$ cat src/rtl/krz_uart_rx.sv
// 8N1 UART receiver with mid-bit sampling into a first-word-fall-through receive FIFO.
// Latency: byte visible one cycle after the stop-bit sample; a full FIFO without a same-cycle pop drops the byte and sets overrun.
module krz_uart_rx #(
  parameter int FIFO_DEPTH = 4
) (
  input  logic                         clk,
  input  logic                         rst,
  input  logic [15:0]                  div,
  input  logic                         RX,
  output logic [7:0]                   rx_data,
  output logic                         rx_valid,
  input  logic                         rx_ready,
  output logic [$clog2(FIFO_DEPTH):0]  count,
  output logic                         frame_err,
  output logic                         overrun,
  input  logic                         err_clr
);

  localparam int AW = $clog2(FIFO_DEPTH);
  localparam int CW = AW + 1;

  typedef enum logic [2:0] {IDLE, START, DATA, STOP, WAIT_IDLE} state_t;

  state_t        state, state_n;
  logic          rx_meta, rx_s;
  logic [15:0]   div_q, div_n;
  logic [15:0]   tick_cnt, tick_n;
  logic [2:0]    bit_idx, bit_n;
  logic [7:0]    shift, shift_n;
  logic          push, ferr_set;

  logic [7:0]    mem [FIFO_DEPTH];
  logic [AW-1:0] wr_ptr, rd_ptr;
  logic          pop, full, wr_en, ovr_set;

  // Synchronizer resets high so a line held low after reset is not mistaken for a start edge.
  always_ff @(posedge clk) begin
    if (rst) begin
      rx_meta <= 1'b1;
      rx_s    <= 1'b1;
    end else begin
      rx_meta <= RX;
      rx_s    <= rx_meta;
    end
  end

  always_ff @(posedge clk) begin
    if (rst) begin
      state    <= IDLE;
      div_q    <= 16'd0;
      tick_cnt <= 16'd0;
      bit_idx  <= 3'd0;
      shift    <= 8'd0;
    end else begin
      state    <= state_n;
      div_q    <= div_n;
      tick_cnt <= tick_n;
      bit_idx  <= bit_n;
      shift    <= shift_n;
    end
  end

  always_comb begin
    state_n  = state;
    div_n    = div_q;
    tick_n   = tick_cnt;
    bit_n    = bit_idx;
    shift_n  = shift;
    push     = 1'b0;
    ferr_set = 1'b0;
    case (state)
      IDLE: begin
        // Half a bit period to land the start-bit check in mid-bit.
        if (!rx_s) begin
          div_n   = div;
          tick_n  = div >> 1;
          state_n = START;
        end
      end
      START: begin
        if (tick_cnt != 16'd0) begin
          tick_n = tick_cnt - 16'd1;
        end else if (!rx_s) begin
          tick_n  = div_q;
          bit_n   = 3'd0;
          state_n = DATA;
        end else begin
          state_n = IDLE;
        end
      end
      DATA: begin
        if (tick_cnt != 16'd0) begin
          tick_n = tick_cnt - 16'd1;
        end else begin
          shift_n = {rx_s, shift[7:1]};
          tick_n  = div_q;
          if (bit_idx == 3'd7) state_n = STOP;
          else                 bit_n   = bit_idx + 3'd1;
        end
      end
      STOP: begin
        if (tick_cnt != 16'd0) begin
          tick_n = tick_cnt - 16'd1;
        end else if (rx_s) begin
          push    = 1'b1;
          state_n = IDLE;
        end else begin
          ferr_set = 1'b1;
          state_n  = WAIT_IDLE;
        end
      end
      WAIT_IDLE: begin
        if (rx_s) state_n = IDLE;
      end
      default: state_n = IDLE;
    endcase
  end

  // A pop frees the slot in the same cycle, so a full FIFO still accepts a push alongside it.
  assign rx_valid = (count != CW'(0));
  assign pop      = rx_valid & rx_ready;
  assign full     = (count == CW'(FIFO_DEPTH));
  assign wr_en    = push & (~full | pop);
  assign ovr_set  = push & full & ~pop;
  assign rx_data  = mem[rd_ptr];

  always_ff @(posedge clk) begin
    if (rst) begin
      for (int i = 0; i < FIFO_DEPTH; i++) mem[i] <= 8'd0;
      wr_ptr    <= '0;
      rd_ptr    <= '0;
      count     <= '0;
      frame_err <= 1'b0;
      overrun   <= 1'b0;
    end else begin
      if (wr_en) begin
        mem[wr_ptr] <= shift;
        wr_ptr      <= wr_ptr + AW'(1);
      end
      if (pop) rd_ptr <= rd_ptr + AW'(1);
      case ({wr_en, pop})
        2'b10:   count <= count + CW'(1);
        2'b01:   count <= count - CW'(1);
        default: count <= count;
      endcase
      frame_err <= ferr_set | (frame_err & ~err_clr);
      overrun   <= ovr_set  | (overrun   & ~err_clr);
    end
  end

endmodule

$ cat config.mk
export PLATFORM = sky130hd
export DESIGN_NAME = krz_uart_rx
export DESIGN_NICKNAME = d
export VERILOG_FILES = /design/src/rtl/krz_uart_rx.sv
export SDC_FILE = /design/constraint.sdc
export NUM_CORES = 1
export LEC_CHECK = 0
export ABC_CLOCK_PERIOD_IN_PS = 3100
export CORE_MARGIN = 2
export CORE_UTILIZATION = 40
export DETAILED_ROUTE_END_ITERATION = 7
export PLACE_DENSITY = 0.56
export SLEW_MARGIN = 0
export SYNTH_ARGS = -nofsm -noshare
export SYNTH_HDL_FRONTEND = slang
export SYNTH_SLANG_ARGS = --single-unit
$ cat constraint.sdc
create_clock -name clk -period 3.1 [get_ports clk]
set_input_delay 0.465 -clock clk [delete_from_list [all_inputs] [get_ports clk]]
set_output_delay 0.465 -clock clk [all_outputs]
set_load 0.01 [all_outputs]
# After elaboration in Yosys (flattened, before gate mapping)
# Memory sizes are Yosys's and may differ from the RTL's. A register that Yosys moved wholly into a read port is not among the register bits.
# Cells that the tools add are included.
# totals
reg_bits	57
mem_bits_rw	32
input_bits	21
memories	1
# classes
add_sub_neg	6
n_eq_ne	18
n_mux	37
bitwise	14
reduce_logical	12
# mem_list
memory	depth	width	rd	rd_clocked_by_memory_dff	wr	line_no	source
mem	4	8	1	1	4	32	logic [7:0] mem [FIFO_DEPTH];
# ops
operator	n
$mux 16	5
$pmux 16 s4	1
$mux 3	11
$ne 2x2->1 const B	9
$reduce_bool 16->1	1
$sub 16x1->16 const B	1
$pmux 3 s5	1
$mux 1	12
$pmux 3 s2	2
$eq 3x3->1 const B	3
$mux 2	4
$mux 8	1
$reduce_or 8->1	1
$add 3x1->3 const B	2
$and 1x1->1	6
$eq 3x2->1 const B	2
$reduce_and 6->1	1
$not 1->1	5
$reduce_and 5->1	1
$add 2x1->2 const B	2
$reduce_and 2->1	2
$reduce_and 4->1	1
$reduce_bool 2->1	2
$reduce_bool 4->1	1
8 further kinds	10

# Longest topological paths before layout
# logic_depth
word_depth	9
depth_mapped	13
ltp_nobuf	11

# Worst setup path before layout
# No wires, ideal clock.
# synth_timing
kind	register -> register
startpoint	reg tick_cnt[0]
endpoint	reg count[1]
setup_time_ns	0.078
t_arrival_ns	3.051
required_time_ns	3.022
slack_ns	-0.028
path_stages_with_launch	14
n_path_buf	2
cell_sequence	dfxtp_1 > inv_1 > ha_1 > or3b_1 > clkbuf_1 > nor4_1 > clkbuf_1 > nand2_1 > nand2_1 > fa_1 > inv_1 > a2bb2oi_1 > mux2i_1 > nor3_1
# synth_via
elab_chain_len	6
word_cells_on_any_way	8
# synth_lines
item	line_no	source
start, declared	27	logic [15:0] tick_cnt, tick_n;
start signal, assigned	57	tick_cnt <= tick_n;
$reduce_bool 16->1 *	102	if (tick_cnt != 16'd0) begin
$mux 1 *	102	
$mux 1 *	71	case (state)
$and 1x1->1 *	123	assign wr_en = push & (~full | pop);
$eq 2x1->1 or $eq 2x2->1 (tied branches)	141	case ({wr_en, pop})
$pmux 3 s2 or $reduce_bool 2->1 (tied branches)	-	
end signal, assigned	142	2'b10: count <= count + CW'(1);
end signal, assigned	143	2'b01: count <= count - CW'(1);
end signal, assigned	144	default: count <= count;
end, declared	13	output logic [$clog2(FIFO_DEPTH):0] count,
# Mark *: on every way between the ends. The rest lies on a longest branch, timed or not.
# A chain may end at the register's enable or synchronous reset.

# Worst setup path after layout
# layout_timing
startpoint	reg tick_cnt[0]
endpoint	reg bit_idx[0]
# layout_via
elab_chain_len	3
word_cells_on_any_way	4
# layout_lines
item	line_no	source
$reduce_bool 16->1 *	81, 92	
$ne 2x2->1 (no source line)	-	
$reduce_and 5->1 (no source line) *	-	
end signal, assigned	58	bit_idx <= bit_n;
end, declared	28	logic [2:0] bit_idx, bit_n;
# Marked as above.

==> results.sh <==
export IMPL_status="complete, no violations"
export IMPL_grt_use_total_pct=19.3
export IMPL_dieArea_sq_um=12100
export IMPL_postSynthCellCount=479
export IMPL_antennaDiodeCount=0
export IMPL_drv_cap=0
export IMPL_synth_net_count=504
export IMPL_end_kind="flip-flop"
export IMPL_power_frac_seq_pct=50.1
export IMPL_critical_path_class="reg -> reg"
export IMPL_cts_made_buffers=9
export IMPL_rsz0062_at_grt="no"
export IMPL_synth_distinct_cells=63
export IMPL_ctsHoldBuffers=0
export IMPL_utilization_pct=48.4
export IMPL_peakVddDrop_uv=200
export IMPL_vias_per_cell=5.59
export IMPL_p_switching_mw=0.816
export IMPL_drive_above_1_share_pct=11.8
export IMPL_cts_tree="built"
export IMPL_syn_avg_cell_area_sq_um=9.37
export IMPL_start_util_pct=41.2
export IMPL_cp_start_kind="flip-flop"
export IMPL_grt_ovfl_total=0
export IMPL_place_area_sq_um=5070
export IMPL_hold_viol=0
export IMPL_post_cts_buffers=0
export IMPL_p_comb_share_pct=18.1
export IMPL_synth_edff_count=32
export IMPL_cts_clk_slew_worst_paths_ps=100
export IMPL_dr_first_iter_drc_count=182
export IMPL_setup_tns_ps=0
export IMPL_fin_crit_sh_pct=92.5
export IMPL_worst_ep_arrival_time_ps=3170
export IMPL_fin_area_sq_um=5270
export IMPL_yosys_warnings=0
export IMPL_gp_congestion=0.925
export IMPL_seq_area_frac_synth_pct=47.7
export IMPL_p_leak_nw=1.86
export IMPL_ys_ff_latch=91
export IMPL_hold_path_class="reg -> reg"
export IMPL_ant_nets=0
export IMPL_cts_resized=0
export IMPL_pre_cts_ws_ps=261
export IMPL_grt_pass1_vias=3560
export IMPL_rows=38
export IMPL_ios=35
export IMPL_grt_pass1_wl_mm=18.0
export IMPL_max_freq_mhz=349
export IMPL_drc=0
export IMPL_cts_htree_levels=3
export IMPL_clk_latency_ps=380
export IMPL_clock_root_buffer="clkbuf_8"
export IMPL_dp_hpwl_mm=7.78
export IMPL_yosys_area_top_type="dfxtp_1"
export IMPL_port_buffers=34
export IMPL_crit_fanout=9
export IMPL_fin_nets=539
export IMPL_p_int_mw=1.78
export IMPL_syn_area_sq_um=4490
export IMPL_wl_mm=11.1
export IMPL_required_ps=3400
export IMPL_synth_ff_type="dfxtp_1"
export IMPL_die_w_um=110
export IMPL_final_min_clock_period_ps=2870
export IMPL_first_pass_iters=5
export IMPL_wl_per_cell_um=16.8
export IMPL_vias=3683
export IMPL_finClkSkew_ps=19.2
export IMPL_worst_slew_margin_rel_pct=40.0
export IMPL_async_flop_share_pct=0
export IMPL_core_area_sq_um=10900
export IMPL_synth_top_area_share_pct=26.3
export IMPL_yosys_top_cells_area="dfxtp_1 26%, edfxtp_1 21%, and2_1 5.3%"
export IMPL_dieHeight_um=110
export IMPL_setup_ws_ps=231
export IMPL_p_per_area_nw_per_um2=492
export IMPL_areaGrowthSynthToFinish_pct=17.4
export IMPL_antenna_found_initial=0
export IMPL_ys_top_cells_by_count="59 x dfxtp_1, 58 x nand2_1, 43 x a21oi_1, 38 x and2_1, 32 x edfxtp_1"
export IMPL_sw_frac_of_total_pct=31.4
export IMPL_numClockSinks=91
export IMPL_worst_slew_pin_slew_ps=897
export IMPL_finalMaxSlewViolations=0
export IMPL_clockBufferDepth=2
export IMPL_yosysMostFrequentCell="dfxtp_1"
export IMPL_grt_max_degree=60
export IMPL_pwr_share_clk_pct=31.8
export IMPL_setup_viol=0
registers in the layout, summed over array words and instances, names as in the netlist, named ones only:
register and cells:
rx_meta 1, rd_ptr 2, state 3, rx_s 1, div_q 16, shift 8
bit_idx 3, frame_err 1, tick_cnt 16, wr_ptr 2, mem 32, overrun 1
count 3
area by class of cell:
class | instances | area, sq um
clock inverters | 7 | 80.1
fillers | 1070 | 5620
clock buffers | 9 | 124
multi-input cells | 332 | 2150
inverters | 21 | 78.8
well taps | 140 | 175
flip-flops and latches | 91 | 2140
repair buffers | 59 | 523
worst max-delay path, cell delays in order, from the launching register on:
cell and delay, ps:
dfxtp_1 350, inv_1 110, ha_1 190, or3b_1 530
or4_4 540, or3_1 440, or4_1 490, a21oi_1 150
worst paths after layout:
path                                                from                 endpoint  slack (ps)  cells after the start
worst max register to register  tick_cnt[0]$_SDFFE_PP0P_  bit_idx[0]$_SDFFE_PP0P_         230                      7
worst min-delay path                  rx_meta$_SDFF_PP1_          rx_s$_SDFF_PP1_         420                      1
worst max-delay path            tick_cnt[0]$_SDFFE_PP0P_  bit_idx[0]$_SDFFE_PP0P_         230                      7
worst min register to register        rx_meta$_SDFF_PP1_          rx_s$_SDFF_PP1_         420                      1
per-stage QoR:
stage | hold WS, ps | power (mW) | cells
finish | 425 | 2.60 | 659
global route | 448 | 2.71 | 659
floorplan | 389 | 1.64 | 479
global placement | 400 | 1.79 | 643
detailed placement | 394 | 1.79 | 643
CTS | 424 | 2.61 | 659
kinds of logic after synthesis:
logic type,Yosys count,synth area share (%)
and+or+nand+nor,200,23.1
AOI/OAI and AO/OA,109,16.7
DFF,91,47.7
buffers and inverters,56,4.90
muxes,13,5.15
xor gates and xnor gates,6,1.17
adders and majority gates,4,1.28
power by group through the flow:
stage	sequential (mW)	combinational, mW	clock [mW]
floorplan	1.32	0.316	0
global placement	1.33	0.465	0
detailed placement	1.33	0.465	0
CTS	1.30	0.466	0.845
global route	1.31	0.509	0.893
finish	1.30	0.469	0.826
layout by cell type, fill, tap and decap left out, types with 4 or more instances in the layout:
cell type	count
nand4_1	4
nor2_1	27
buf_4	25
a21oi_1	43
o21ai_0	5
nand2b_1	5
mux2i_1	4
and2_1	38
or3_1	5
nand3_1	19
nor4_1	6
nand2_1	58
inv_1	21
edfxtp_1	32
or2_2	5
a222oi_1	6
clkbuf_8	9
o32ai_1	11
nor3_1	11
or4_1	5
o211ai_1	5
mux4_2	8
nor3b_1	4
dfxtp_1	59
a211oi_1	6
clkdlybuf4s50_1	33
a31oi_1	4
routing by layer:
layer	GRT usage (%)	routed length, um	vias up
li1	-	-	1828
met1	25.5	5160	1771
met2	32.6	5440	72
met3	3.02	382	12
met4	5.88	115	0
met5	0	0	-
Note: power is estimated with default switching activity, not from simulation.
